[src/rtl/pwm_pkg.sv]
// Shared servo-PWM constants and FSM state type, used by the decoder and the PWM generator.
package pwm_pkg;

  localparam int unsigned DEF_PERIOD_CYCLES  = 1_000_000;
  localparam int unsigned DEF_MIN_PULSE      = 25_000;
  localparam int unsigned DEF_MAX_PULSE      = 125_000;
  localparam int unsigned DEF_TIMEOUT_CYCLES = 2_000_000;
  localparam int unsigned DUTY_MAX           = 125;
  localparam int unsigned DUTY_DEFAULT       = 25;
  localparam int unsigned WIDTH_W            = 20;
  localparam int unsigned DUTY_W             = 8;

  typedef enum logic [1:0] {
    StIdle = 2'd0,
    StHigh = 2'd1,
    StLow  = 2'd2
  } pwm_state_e;

endpackage

[src/rtl/pwm_sync_edge.sv]
// Two-flop synchronizer for the asynchronous PWM line plus rise/fall detection
// against a third registered copy.
module pwm_sync_edge (
  input  logic clk,
  input  logic rst,
  input  logic i_async,
  output logic o_rise,
  output logic o_fall
);

  logic r_meta;
  logic r_sync;
  logic r_prev;

  always_ff @(posedge clk) begin
    if (rst) begin
      r_meta <= 1'b0;
      r_sync <= 1'b0;
      r_prev <= 1'b0;
    end else begin
      r_meta <= i_async;
      r_sync <= r_meta;
      r_prev <= r_sync;
    end
  end

  assign o_rise = r_sync & ~r_prev;
  assign o_fall = ~r_sync & r_prev;

endmodule

[src/rtl/pwm_decoder.sv]
// Servo PWM decoder: measures the synchronized high time and converts it to a 0..125 duty
// with a prescaled accumulator, flagging short/long pulses and loss of signal.
module pwm_decoder
  import pwm_pkg::*;
#(
  parameter int unsigned PERIOD_CYCLES  = DEF_PERIOD_CYCLES,
  parameter int unsigned MIN_PULSE      = DEF_MIN_PULSE,
  parameter int unsigned MAX_PULSE      = DEF_MAX_PULSE,
  parameter int unsigned TIMEOUT_CYCLES = DEF_TIMEOUT_CYCLES
) (
  input  logic               clk,
  input  logic               rst,
  input  logic               en,
  input  logic               pwm_in,
  output logic [DUTY_W-1:0]  duty,
  output logic [WIDTH_W-1:0] pulse_width,
  output logic               valid,
  output logic               err_short,
  output logic               err_long,
  output logic               lost
);

  localparam int unsigned STEP  = (MAX_PULSE - MIN_PULSE) / DUTY_MAX;
  localparam int unsigned PRE_W = (STEP > 1) ? $clog2(STEP) : 1;
  localparam int unsigned GAP_W = $clog2(TIMEOUT_CYCLES + 1);

  localparam logic [WIDTH_W-1:0] MinWidth    = WIDTH_W'(MIN_PULSE);
  localparam logic [WIDTH_W-1:0] MaxWidth    = WIDTH_W'(MAX_PULSE);
  localparam logic [PRE_W-1:0]   StepLast    = PRE_W'(STEP - 1);
  localparam logic [GAP_W-1:0]   GapMax      = GAP_W'(TIMEOUT_CYCLES);
  localparam logic [DUTY_W-1:0]  DutyMax     = DUTY_W'(DUTY_MAX);
  localparam logic [DUTY_W-1:0]  DutyDefault = DUTY_W'(DUTY_DEFAULT);

  if (MIN_PULSE >= MAX_PULSE || MAX_PULSE >= PERIOD_CYCLES || STEP == 0) begin : g_param_check
    $error("pwm_decoder: inconsistent pulse parameters");
  end

  logic w_rise;
  logic w_fall;

  pwm_sync_edge u_sync_edge (
    .clk     (clk),
    .rst     (rst),
    .i_async (pwm_in),
    .o_rise  (w_rise),
    .o_fall  (w_fall)
  );

  pwm_state_e         r_state, w_state_d;
  logic [WIDTH_W-1:0] r_width, w_width_d, w_width_inc;
  logic [PRE_W-1:0]   r_pre, w_pre_d;
  logic [DUTY_W-1:0]  r_acc, w_acc_d;
  logic [GAP_W-1:0]   r_gap, w_gap_d, w_gap_inc;
  logic               r_lost, w_lost_d;
  logic [DUTY_W-1:0]  r_duty, w_duty_d;
  logic [WIDTH_W-1:0] r_pw, w_pw_d;
  logic               r_valid, w_valid_d;
  logic               r_short, w_short_d;
  logic               r_long, w_long_d;

  always_comb begin
    w_state_d   = r_state;
    w_width_d   = r_width;
    w_pre_d     = r_pre;
    w_acc_d     = r_acc;
    w_gap_d     = r_gap;
    w_lost_d    = r_lost;
    w_duty_d    = r_duty;
    w_pw_d      = r_pw;
    w_valid_d   = 1'b0;
    w_short_d   = 1'b0;
    w_long_d    = 1'b0;
    w_width_inc = (r_width == '1) ? r_width : r_width + WIDTH_W'(1);
    w_gap_inc   = (r_gap == GapMax) ? r_gap : r_gap + GAP_W'(1);

    if (!en) begin
      w_state_d = StIdle;
      w_width_d = '0;
      w_pre_d   = '0;
      w_acc_d   = '0;
      w_gap_d   = '0;
      w_lost_d  = 1'b0;
    end else begin
      unique case (r_state)
        StIdle, StLow: begin
          // A rise beats a simultaneous timeout, so lost never sets in that cycle.
          if (w_rise) begin
            w_state_d = StHigh;
            w_width_d = '0;
            w_pre_d   = '0;
            w_acc_d   = '0;
            w_gap_d   = '0;
            w_lost_d  = 1'b0;
          end else begin
            w_gap_d = w_gap_inc;
            if (w_gap_inc == GapMax) w_lost_d = 1'b1;
          end
        end
        StHigh: begin
          w_width_d = w_width_inc;
          // Each cycle past MIN_PULSE advances the prescaler; every STEP of them is one duty unit.
          if (w_width_inc > MinWidth) begin
            if (r_pre == StepLast) begin
              w_pre_d = '0;
              if (r_acc < DutyMax) w_acc_d = r_acc + DUTY_W'(1);
            end else begin
              w_pre_d = r_pre + PRE_W'(1);
            end
          end
          if (w_fall) begin
            w_state_d = StLow;
            w_pw_d    = w_width_inc;
            if (w_width_inc < MinWidth) begin
              w_short_d = 1'b1;
            end else if (w_width_inc > MaxWidth) begin
              w_long_d = 1'b1;
            end else begin
              w_valid_d = 1'b1;
              w_duty_d  = w_acc_d;
            end
          end
        end
        default: w_state_d = StIdle;
      endcase
    end
  end

  always_ff @(posedge clk) begin
    if (rst) begin
      r_state <= StIdle;
      r_width <= '0;
      r_pre   <= '0;
      r_acc   <= '0;
      r_gap   <= '0;
      r_lost  <= 1'b0;
      r_duty  <= DutyDefault;
      r_pw    <= '0;
      r_valid <= 1'b0;
      r_short <= 1'b0;
      r_long  <= 1'b0;
    end else begin
      r_state <= w_state_d;
      r_width <= w_width_d;
      r_pre   <= w_pre_d;
      r_acc   <= w_acc_d;
      r_gap   <= w_gap_d;
      r_lost  <= w_lost_d;
      r_duty  <= w_duty_d;
      r_pw    <= w_pw_d;
      r_valid <= w_valid_d;
      r_short <= w_short_d;
      r_long  <= w_long_d;
    end
  end

  assign duty        = r_duty;
  assign pulse_width = r_pw;
  assign valid       = r_valid;
  assign err_short   = r_short;
  assign err_long    = r_long;
  assign lost        = r_lost;

endmodule
[config.mk]
export PLATFORM = sky130hd
export DESIGN_NAME = pwm_decoder
export DESIGN_NICKNAME = d
export VERILOG_FILES = /design/src/rtl/pwm_pkg.sv /design/src/rtl/pwm_sync_edge.sv /design/src/rtl/pwm_decoder.sv
export SDC_FILE = /design/constraint.sdc
export NUM_CORES = 1
export LEC_CHECK = 0
export ABC_AREA = 1
export BUFFER_PORTS_ARGS = -buffer_cell sky130_fd_sc_hd__clkbuf_2
export CAP_MARGIN = 20
export CORE_ASPECT_RATIO = 1.75
export CORE_MARGIN = 2
export CORE_UTILIZATION = 35
export DETAILED_ROUTE_END_ITERATION = 8
export RECOVER_POWER = 25
export SYNTH_ARGS = -nofsm -noshare
export SYNTH_HDL_FRONTEND = slang
export SYNTH_HIERARCHICAL = 1
export SYNTH_SLANG_ARGS = --single-unit
[constraint.sdc]
create_clock -name clk -period 4.85 [get_ports clk]
set_clock_uncertainty 0.1 [all_clocks]
set_input_delay 0.7275 -clock clk [delete_from_list [all_inputs] [get_ports clk]]
set_output_delay 0.7275 -clock clk [all_outputs]
set_load 0.1 [all_outputs]
After elaboration in Yosys (flattened, before gate mapping)
Cells that the tools add are included.
Storage, ports and cells
  logic and storage cells: 75
  input port bits: 4
  output and inout port bits: 32
  register bits after elaboration: 96
Cells by class
  equal/unequal tests: 9
  $add $sub $neg: 4
  reduce and logical (&&, ||, !) cells: 13
  bitwise logic cells: 9
  $lt $le $gt $ge: 4
  multiplexer cells: 22
Operators by type and width (number)
  21-bit equality test (second input constant): 2
  21-bit 2-to-1 mux: 2
  20-bit 2-to-1 mux: 2
  20-bit one-hot mux with 2 select lines: 1
  8-bit 2-to-1 mux: 4
  10-bit 2-to-1 mux: 3
  21-bit by 1-bit adder with 21-bit output (second input constant): 1
  20-bit by 1-bit adder with 20-bit output (second input constant): 1
  20-bit equality test (second input constant): 1
  20-bit by 15-bit greater-than comparator with 1-bit output (second input constant): 1
  20-bit by 17-bit greater-than comparator with 1-bit output (second input constant): 1
  20-bit by 15-bit less-than comparator with 1-bit output (second input constant): 1
  10-bit one-hot mux with 2 select lines: 1
  8-bit one-hot mux with 2 select lines: 1
  10-bit by 1-bit adder with 10-bit output (second input constant): 1
  10-bit equality test (second input constant): 1
  8-bit by 1-bit adder with 8-bit output (second input constant): 1
  8-bit by 7-bit less-than comparator with 1-bit output (second input constant): 1
  1-bit NOT: 7
  2-bit AND reduction: 3
  3-bit AND reduction: 2
  1-bit 2-to-1 mux: 5
  5-bit AND reduction: 1
  5-bit OR reduction: 1
  other kinds (11): 16

Depth between registers and ports, before layout
Gate-level depths: netlist of the first run.
  word-level depth: 5
  gate-level depth with buffers: 20
  mapped depth without buffers: 19

Modules after synthesis
The synthesis of the first run kept the hierarchy.
Modules (own cells, without submodules)
  pwm_decoder: instances 1, cells each 856, seq. area each 1861.8 um^2, area each 5504.0 um^2
  pwm_sync_edge: instances 1, cells each 12, seq. area each 60.1 um^2, area each 93.8 um^2

Worst setup path after synthesis of the first run
No wires, ideal clock.
  path kind: reg-to-reg
  from: register r_width[0]
  to: register r_pre[5]
  cell stages (with the launch flop): 19
  library setup time: 0.114 ns
  clock period less this slack: 2.489 ns
  arrival: 2.275 ns
  path slack: 2.361 ns
  path buffers: 2
  data required time: 4.636 ns
  cell sequence: dfxtp_1 ha_1 nand2_2 nor2_4 nand2_4 inv_2 nand3b_2 buf_6 nand2_4 inv_2 nor2_4 nand2_2 nor2_4 nand4_4 nand3_2 nand2_2 buf_6 nor2_1 nor2_2
Between the ends
  longest elaborated chain between the ends: 5
  elaborated cells between the ends (all ways): 6
  classes of those cells: add/sub: 1; order compare: 1; eq/ne: 2; mux: 1; reduce/logical: 1
RTL lines
  start: declaration: RTL line pwm_decoder.sv:50  | logic [WIDTH_W-1:0] r_width, w_width_d, w_width_inc;
  start signal: assignment: RTL line pwm_decoder.sv:143  | r_width <= w_width_d;
  20-bit by 1-bit adder with 20-bit output or 20-bit equality test (tied branches): RTL line pwm_decoder.sv:73  | w_width_inc = (r_width == '1) ? r_width : r_width + WIDTH_W'(1);
  20-bit 2-to-1 mux *: RTL line pwm_decoder.sv:73
  20-bit by 15-bit greater-than comparator with 1-bit output *: RTL line pwm_decoder.sv:102  | if (w_width_inc > MinWidth) begin
  2-bit != test (no source line) *
  3-bit AND reduction (no source line) *
  end signal: assignment: RTL line pwm_decoder.sv:144  | r_pre <= w_pre_d;
  end: declaration: RTL line pwm_decoder.sv:51  | logic [PRE_W-1:0] r_pre, w_pre_d;
Every way passes the cells marked *; elsewhere a longest branch is shown, timed or not.
A chain may end at the register's enable or synchronous reset.

Worst setup path after layout of the first run
  from: register r_width[0]
  to: register r_pre[4]
The elaborated chain is that of the path after synthesis.

==> results of run 1 <==
synthesized netlist by cell type, drive strengths merged, types with 8 or more instances:
library cell | number | area (sq um)
xor2 | 23 | 201
clkbuf | 20 | 75.1
buf | 10 | 71.3
a21oi | 55 | 275
xnor2 | 8 | 77.6
dfxtp | 96 | 1920
nand2 | 252 | 978
inv | 96 | 360
or2 | 10 | 62.6
nor2 | 119 | 502
nand3 | 79 | 415
nand4 | 8 | 65.1
nor3 | 19 | 106
o21ai | 38 | 190
per-layer routing:
| metal | vias to the layer above | global-route usage (%) | share of wire [%] |
|---|---|---|---|
| met2 | 74 | 37.4 | 58 |
| met5 | - | 0 | 0 |
| met4 | 0 | 11.4 | 4.7 |
| li1 | 2794 | - | - |
| met1 | 2449 | 17.2 | 35 |
| met3 | 37 | 1.79 | 2.2 |
cell usage in the layout (no fill, tap or decap), drive strengths merged, types with 2 or more instances in the layout:
master  count
nor3       19
o211ai      3
nand2     252
dfxtp      96
clkinv      4
nand3      79
nor2      119
ha          6
inv       100
a21oi      55
nand4       8
xor2       23
buf         6
o21ai      38
mux2i       5
nand3b      3
nor4        6
clkbuf     44
xnor2       8
o21bai      2
o21a        2
or2        10
through the flow:
stage | hold WS [ps] | total power, W | cells | utilization (%)
finish | 309 | 0.00156 | 1084 | 39.0
global route | 334 | 0.00161 | 1084 | 39.0
CTS | 315 | 0.00158 | 1084 | 39.2
detailed placement | 302 | 0.000863 | 1068 | 37.4
global placement | 300 | 0.000863 | 1068 | 37.4
floorplan | 288 | 0.000849 | 868 | -
final timing paths:
| path | from | endpoint | slack [ps] | cells past startpoint |
|---|---|---|---|---|
| worst min register to register | u_sync_edge/r_meta | u_sync_edge/r_sync | 310 | 2 |
| worst max-delay path | r_width[0] | r_pre[4] | 1480 | 18 |
| worst min-delay path | u_sync_edge/r_meta | u_sync_edge/r_sync | 310 | 2 |
| worst max register to register | r_width[0] | r_pre[4] | 1480 | 18 |
power by group through the flow:
stage | logic (W) | clock network, W | registers (W)
after global placement | 0.0000494 | 0 | 0.000814
after global routing | 0.0000542 | 0.000762 | 0.000796
after CTS | 0.0000496 | 0.000731 | 0.000795
after detailed placement | 0.0000494 | 0 | 0.000814
after floorplan | 0.0000354 | 0 | 0.000813
final | 0.0000483 | 0.000713 | 0.000795
sequential cells by signal, summed over array words and instances, names as in the netlist, 2 cells and up:
signal	cells
r_width	20
r_acc	8
r_pre	10
r_state	2
pulse_width	20
r_gap	21
duty	8
cell type report:
type | instances | area share [%]
well taps | 189 | 3.84
clock inverters | 7 | 1.04
flip-flops and latches | 96 | 31.2
repair buffers | 41 | 2.96
inverters | 98 | 5.97
multi-input cells | 644 | 51.4
clock buffers | 9 | 3.65
worst min-delay path, cell delays in order, from the launching register on:
cell	delay, ps
dfxtp_1	300
inv_1	40
nor2_1	30
kinds of logic (layout without fill, tap and decap cells):
| kind of cell | Yosys count | count (layout) | share of synthesized area (%) |
|---|---|---|---|
| AND/OR/NAND/NOR | 498 | 498 | 39.5 |
| buffers and inverters | 128 | 155 | 9.19 |
| flip-flops | 96 | 96 | 34.3 |
| adder cells (fa/ha/maj) | 6 | 6 | 1.34 |
| multiplexers | 5 | 5 | 0.894 |
| AO/OA/AOI/OAI | 104 | 104 | 9.75 |
| XOR/XNOR | 31 | 31 | 4.98 |
==> impl_metrics.env, run 1 <==
export IMPL_critPathBufInv=3
export IMPL_synth_edf_count=0
export IMPL_multi_input_area_sq_um=3160
export IMPL_p_int_w=0.00116
export IMPL_dieArea_sq_um=17100
export IMPL_switching_power_w=0.000394
export IMPL_drt_pass1_iter_count=5
export IMPL_die_w_microns=99.6
export IMPL_grt_max_degree=50
export IMPL_crit_path_max_fanout=20
export IMPL_yosysWarnings=6
export IMPL_num_antenna_cells=0
export IMPL_p_leak_nw=2.47
export IMPL_totalWireLength_mm=15.6
export IMPL_finalSetupViolCount=0
export IMPL_synthCells=868
export IMPL_io_pins=36
export IMPL_ant_nets=0
export IMPL_dpl_worst_slack_ps=1480
export IMPL_portBuffers=35
export IMPL_num_fill_cells=1742
export IMPL_routedWlPerCell_microns=14.4
export IMPL_postCtsHoldBufs=0
export IMPL_rsz0062_at_grt="false"
export IMPL_grt_ovfl_total=0
export IMPL_p_sw_share_pct=25.3
export IMPL_area_growth_pct=10.1
export IMPL_clock_fmax_mhz=297
export IMPL_worst_pin_slew_ps=1230
export IMPL_drt_iter0_drc=202
export IMPL_grt_pass1_wl_mm=24.6
export IMPL_fp_dieH_microns=171
export IMPL_end_kind="flop"
export IMPL_synth_cell_types=42
export IMPL_detailed_place_hpwl_mm=11.8
export IMPL_cp_required_ps=4990
export IMPL_clkPwrFrac_pct=45.8
export IMPL_start_util_pct=35.4
export IMPL_cp_arrival_ps=3510
export IMPL_synth_area_sq_um=5600
export IMPL_cts_buffer_depth=2
export IMPL_vias_per_cell=4.94
export IMPL_finalHoldViolCount=0
export IMPL_maxCapViolCount=0
export IMPL_synthesis_nets=878
export IMPL_vias=5354
export IMPL_cts_buffers=9
export IMPL_hp_class="flop to flop"
export IMPL_cts_sinks=96
export IMPL_p_per_area_nw_per_um2=253
export IMPL_row_count=61
export IMPL_root_buffer="clkbuf_16"
export IMPL_peakVddDrop_uv=142
export IMPL_maxSlewViolCount=0
export IMPL_cts_resized=0
export IMPL_fin_ws_ps=1480
export IMPL_async_reset_ff_share_pct=0
export IMPL_grt_usage_pct=18.5
export IMPL_gp_congestion=0.891
export IMPL_ys_flop_type="dfxtp_1"
export IMPL_layout_drive_gt1_share_pct=7.93
export IMPL_cts_tree="yes"
export IMPL_crit_type="flop to flop"
export IMPL_cp_common_cell="nand2_1"
export IMPL_insertion_delay_ps=350
export IMPL_seq_area_sq_um=1920
export IMPL_cts_clk_slew_worst_paths_ps=80
export IMPL_status="complete, no violations"
export IMPL_start_kind="flop"
export IMPL_setup_tns_final_ps=0
export IMPL_cpPeakStageDelay_ps=430
export IMPL_seq_area_frac_synth_pct=34.3
export IMPL_grt_pass1_vias=5094
export IMPL_slew_headroom_pct=18.7
export IMPL_antenna_found_initial=0
export IMPL_dpl_instance_area_sq_um=5910
export IMPL_ys_seq_elements=96
export IMPL_cts_setup_buffers=0
export IMPL_seq_power_share_pct=51.1
export IMPL_min_period_ps=3370
export IMPL_final_cell_area_sq_um=6160
export IMPL_crit_chain="ha_1 > nand2_2 > nor2_4 > nand2_4 > inv_2 > nand3b_2 > nand2_1 > inv_1 > nand2_1 > nand3_1 > nand2_1 > nand2_1 > nand3_2 > nand3_2 > nand2_2 > inv_2 > nor2_1 > nor2_1"
export IMPL_num_nets_final=900
export IMPL_fp_coreArea_sq_um=15800
export IMPL_cp_slowest_cell="dfxtp_1"
export IMPL_finalCritPeriodShare_pct=69.4
export IMPL_cp_top_family="simple AND/OR/NAND/NOR gates"
export IMPL_drcViolationCount=0
export IMPL_pwr_share_comb_pct=3.1
export IMPL_htree_levels=3
export IMPL_postSynthAreaPerCell_sq_um=6.45
Power figures use the tool's default switching activity.
==> run 2, diff against run 1 <==
Clock period 4.85 ns to 3 ns, I/O delays scaled along.
==> run 2 against run 1 <==
  * Sequential cell count unchanged
  * Critical path depth is 2 higher
  * Power increased by 62%
  * Combinational power rose by 78%
  * Routed wire length increased by 3.1%
  * First-iteration DRC count grew 17%
  * Critical endpoint is now r_pre[5]
  * Largest cell class unchanged
==> impl_metrics.env, run 2 (synthesis results as in run 1) <==
export IMPL_max_flop_register="r_gap"
export IMPL_dpl_instance_area_sq_um=6130
export IMPL_p_leak_nw=2.70
export IMPL_cts_clk_slew_worst_paths_ps=80
export IMPL_min_period_ps=2820
export IMPL_finalSetupViolCount=0
export IMPL_start_kind="flop"
export IMPL_totalWireLength_mm=16.1
export IMPL_cp_arrival_ps=2960
export IMPL_final_common_cell="nand2_1"
export IMPL_layout_drive_gt1_share_pct=12.7
export IMPL_num_antenna_cells=0
export IMPL_status="complete, no violations"
export IMPL_io_pins=36
export IMPL_cts_buffer_depth=2
export IMPL_insertion_delay_ps=360
export IMPL_htree_levels=3
export IMPL_finalCritPeriodShare_pct=93.9
export IMPL_maxSlewViolCount=0
export IMPL_grt_ovfl_total=0
export IMPL_crit_type="flop to flop"
export IMPL_drcViolationCount=0
export IMPL_ant_nets=0
export IMPL_p_per_area_nw_per_um2=387
export IMPL_vias=5541
export IMPL_routedWlPerCell_microns=14.4
export IMPL_grt_usage_pct=18.8
export IMPL_end_kind="flop"
export IMPL_crit_path_max_fanout=7
export IMPL_cp_required_ps=3140
export IMPL_vias_per_cell=4.96
export IMPL_num_nets_final=934
export IMPL_dp_cells=1095
export IMPL_detailed_place_hpwl_mm=12.3
export IMPL_cts_tree="yes"
export IMPL_area_growth_pct=16.0
export IMPL_fin_cells=1118
export IMPL_gp_congestion=0.931
export IMPL_fp_coreArea_sq_um=15800
export IMPL_clock_fmax_mhz=355
export IMPL_maxCapViolCount=0
export IMPL_antenna_found_initial=0
export IMPL_num_fill_cells=1709
export IMPL_die_w_microns=99.6
export IMPL_grt_pass1_wl_mm=25.2
export IMPL_finalHoldViolCount=0
export IMPL_layout_common_cells="nand2_1, nor2_1, dfxtp_1"
export IMPL_row_count=61
export IMPL_drt_pass1_iter_count=5
export IMPL_portBuffers=35
export IMPL_slew_headroom_pct=20.6
export IMPL_start_util_pct=35.4
export IMPL_cts_buffers=9
export IMPL_final_cell_area_sq_um=6490
export IMPL_dieArea_sq_um=17100
export IMPL_largest_reg_flops=21
export IMPL_grt_pass1_vias=5249
export IMPL_hp_class="primary input to flop"
export IMPL_fp_dieH_microns=171
export IMPL_grt_max_degree=50
export IMPL_peakVddDrop_uv=213
export IMPL_finalPower_w=0.00251
export IMPL_cts_sinks=96
export IMPL_root_buffer="clkbuf_16"
export IMPL_drt_iter0_drc=236
export IMPL_worst_pin_slew_ps=1200
run 2: repair_timing:
action | CTS | global route
endpoints found under the hold margin | 0 | 0
gates resized for setup | 0 | 15
buffers inserted | 0 | 7
hold buffers | 0 | 0
endpoints found under the setup margin | 0 | 26
run 2: area by class of cell:
class	instances	area [sq um]	area share (%)
Tap cell	189	236	3.64
Timing Repair Buffer	75	457	7.04
Sequential cell	96	1920	29.6
Multi-Input combinational cell	644	3220	49.6
Clock buffer	10	229	3.53
Clock inverter	6	57.6	0.887
Inverter	98	368	5.67
run 2: worst max-delay path, stage by stage (launching register included):
cell      delay, ps
dfxtp_1         350
ha_2            210
nand2_2          90
nor2_4          190
nand2_4         100
inv_2            90
nand3b_4        150
buf_4           200
nand2_2          80
nand2_1          60
clkinv_1         60
nand2_1          80
nor2_4          130
nand2_1         110
nand3_4         140
nand3_4         110
nand2_4         140
buf_4           170
nand2_1          60
nand2_1          70
nor2_2           30
run 2: per-layer routing:
metal	track usage (%)	wire length [microns]	vias to the layer above
met2	38.7	9370	117
met5	0	0	-
li1	-	-	2874
met4	9.47	688	0
met3	2.32	405	47
met1	17.4	5630	2503
run 2: power breakdown:
part	total [W]	internal, W	switching [W]
Combinational	0.0000859	0.0000209	0.0000650
Sequential	0.00129	0.00128	0.00000588
Clock	0.00114	0.000585	0.000559
Total	0.00251	0.00189	0.000630
run 2: worst paths after layout:
kind,from,to,slack (ps),cells past startpoint
setup reg to reg,r_width[1],r_pre[5],180,20
setup / recovery,r_width[1],r_pre[5],180,20
hold / removal,pwm_in,u_sync_edge/r_meta,190,3
hold reg to reg,u_sync_edge/r_meta,u_sync_edge/r_sync,320,2
run 2: per-stage QoR:
step	hold slack, ps	setup TNS [ps]	utilization [%]	worst slack, ps
global route	183	-35.9	41.1	-14.9
detailed placement	308	0	38.8	100
global placement	291	0	38.8	149
CTS	176	0	40.6	55.3
finish	186	0	41.1	184
floorplan	288	0	-	511
==> run 3, diff against run 2 <==
Settings changed: REMOVE_ABC_BUFFERS from default to 1, SLEW_MARGIN from default to 20.
==> run 3 against run 2 <==
  * Cell area decreased by 1.8%
  * Via count decreased by 0.13%
  * Critical path depth decreased by 3
  * Highest routed layer unchanged
  * Largest cell class unchanged
==> impl_metrics.env, run 3 (synthesis results as in run 1) <==
export IMPL_status="complete, no violations"
export IMPL_rr_worst_depth=17
export IMPL_drcViolationCount=0
export IMPL_crit_type="flop to flop"
export IMPL_grt_ovfl_total=0
export IMPL_area_growth_pct=13.8
export IMPL_slew_headroom_pct=21.6
export IMPL_htree_levels=3
export IMPL_finalCritPeriodShare_pct=93.2
export IMPL_end_kind="flop"
export IMPL_routedWlPerCell_microns=14.6
export IMPL_maxCapViolCount=0
export IMPL_largest_reg_flops=21
export IMPL_layout_common_cells="nand2_1, nor2_1, dfxtp_1"
export IMPL_cts_tree="yes"
export IMPL_crit_path_max_fanout=10
export IMPL_finalSetupViolCount=0
export IMPL_wl_met3_microns=451
export IMPL_min_period_ps=2800
export IMPL_regToRegStartpoint="r_width[1]"
export IMPL_ant_nets=0
export IMPL_vias_per_cell=5.02
export IMPL_num_nets_final=918
export IMPL_layout_drive_gt1_share_pct=11.5
export IMPL_fp_coreArea_sq_um=15800
export IMPL_totalWireLength_mm=16.1
export IMPL_r2r_end="duty[0]"
export IMPL_drt_pass1_iter_count=5
export IMPL_p_leak_nw=2.60
export IMPL_io_pins=36
export IMPL_finalHoldViolCount=0
export IMPL_gp_congestion=0.919
export IMPL_cp_arrival_ps=2880
export IMPL_worstSetupEndpoint="duty[0]"
export IMPL_insertion_delay_ps=340
export IMPL_root_buffer="clkbuf_16"
export IMPL_clock_fmax_mhz=358
export IMPL_rrSetupSlack_ps=200
export IMPL_dieArea_sq_um=17100
export IMPL_drt_met1_wl_mm=6.00
export IMPL_fp_dieH_microns=171
export IMPL_vias=5534
export IMPL_p_per_area_nw_per_um2=396
export IMPL_cp_startpoint="r_width[1]"
export IMPL_fin_cells=1102
export IMPL_max_flop_register="r_gap"
export IMPL_num_antenna_cells=0
export IMPL_rsz0062_at_grt="false"
export IMPL_peakVddDrop_uv=224
export IMPL_wl_met2_mm=8.96
export IMPL_maxSlewViolCount=0
export IMPL_detailed_place_hpwl_mm=12.0
export IMPL_antenna_found_initial=0
export IMPL_cts_clk_slew_worst_paths_ps=70
export IMPL_cp_slowest_cell="dfxtp_1"
export IMPL_worst_pin_slew_ps=1180
export IMPL_final_common_cell="nand2_1"
export IMPL_cts_buffers=9
export IMPL_cts_buffer_depth=2
export IMPL_postCtsHoldBufs=0
export IMPL_grt_usage_pct=19.1
export IMPL_cts_sinks=96
export IMPL_grt_max_degree=30
export IMPL_start_kind="flop"
export IMPL_grt_pass1_wl_mm=25.8
export IMPL_hold_path_startpoint="pwm_in"
export IMPL_cpPeakStageDelay_ps=360
export IMPL_highest_layer="met4"
export IMPL_row_count=61
export IMPL_cp_common_cell="nand2_1"
export IMPL_drt_iter0_drc=234
export IMPL_portBuffers=35
export IMPL_crit_chain="ha_1 > nand2_2 > nor2_4 > buf_4 > nand3_1 > o21ai_2 > nand3_2 > nor2_2 > nand2_1 > nor2_1 > nand3_4 > nand2_1 > inv_1 > nand2_4 > inv_1 > nand2_1 > nand3_1"
export IMPL_cp_required_ps=3090
export IMPL_start_util_pct=35.4
export IMPL_finalPower_w=0.00253
export IMPL_dp_cells=1083
export IMPL_grt_pass1_vias=5435
export IMPL_hp_class="primary input to flop"
export IMPL_die_w_microns=99.6
[run 3: cell count changes in the layout (fill, tap and decap cells not counted), sizes merged]
| cell | previous run | this run |
|---|---|---|
| buf | 39 | 23 |
| inv | 100 | 96 |
| clkinvlp | 0 | 3 |
| bufinv | 0 | 1 |
| clkbuf | 46 | 47 |
| clkinv | 4 | 3 |
[run 3: per-stage QoR]
stage,util (%),TNS (ps),cell area [sq um],setup slack [ps],hold WS (ps)
floorplan,-,-27250,5450,-1170,288
global placement,38.2,0,6040,128,306
detailed placement,38.2,0,6040,95.8,308
CTS,40.0,0,6330,67.9,199
global route,40.3,0,6370,12.6,201
finish,40.3,0,6370,203,205
[run 3: where the power goes]
part | internal [W] | switching [W]
clock network | 0.000646 | 0.000507
registers | 0.00128 | 0.00000594
logic | 0.0000190 | 0.0000674
[run 3: worst min path at each step]
stage,cells after the start,endpoint
after floorplan,2,u_sync_edge/r_sync
after global placement,2,u_sync_edge/r_sync
after detailed placement,2,u_sync_edge/r_sync
after CTS,3,u_sync_edge/r_meta
after global routing,3,u_sync_edge/r_meta
final,3,u_sync_edge/r_meta
[run 3: worst max-delay path: cells and delay by family, from the launching register on]
family | cells | cell delay, ps
and+or+nand+nor | 12 | 1510
DFF | 1 | 360
buffers and inverters | 3 | 300
adders and majority gates | 1 | 190
AOI/OAI and AO/OA | 1 | 170
[run 3: layer usage]
metal  track usage [%]  up-vias
met4              9.59        0
met1              18.6     2559
li1                  -     2836
met5                 0        -
met3              2.68       42
met2              38.1       97
[run 3: final cells by class]
cell class | count | area, sq um
fill | 1700 | 9430
multi-input combinational | 644 | 3220
sequential | 96 | 1920
inverter | 98 | 368
timing repair buffer | 59 | 338
tap | 189 | 236
clock buffer | 11 | 233
clock inverter | 5 | 57.6
[run 3: what timing repair did]
item / CTS / global route
gates resized for setup: 0 / 13
endpoints found under the setup margin: 0 / 25
buffers inserted: 0 / 3
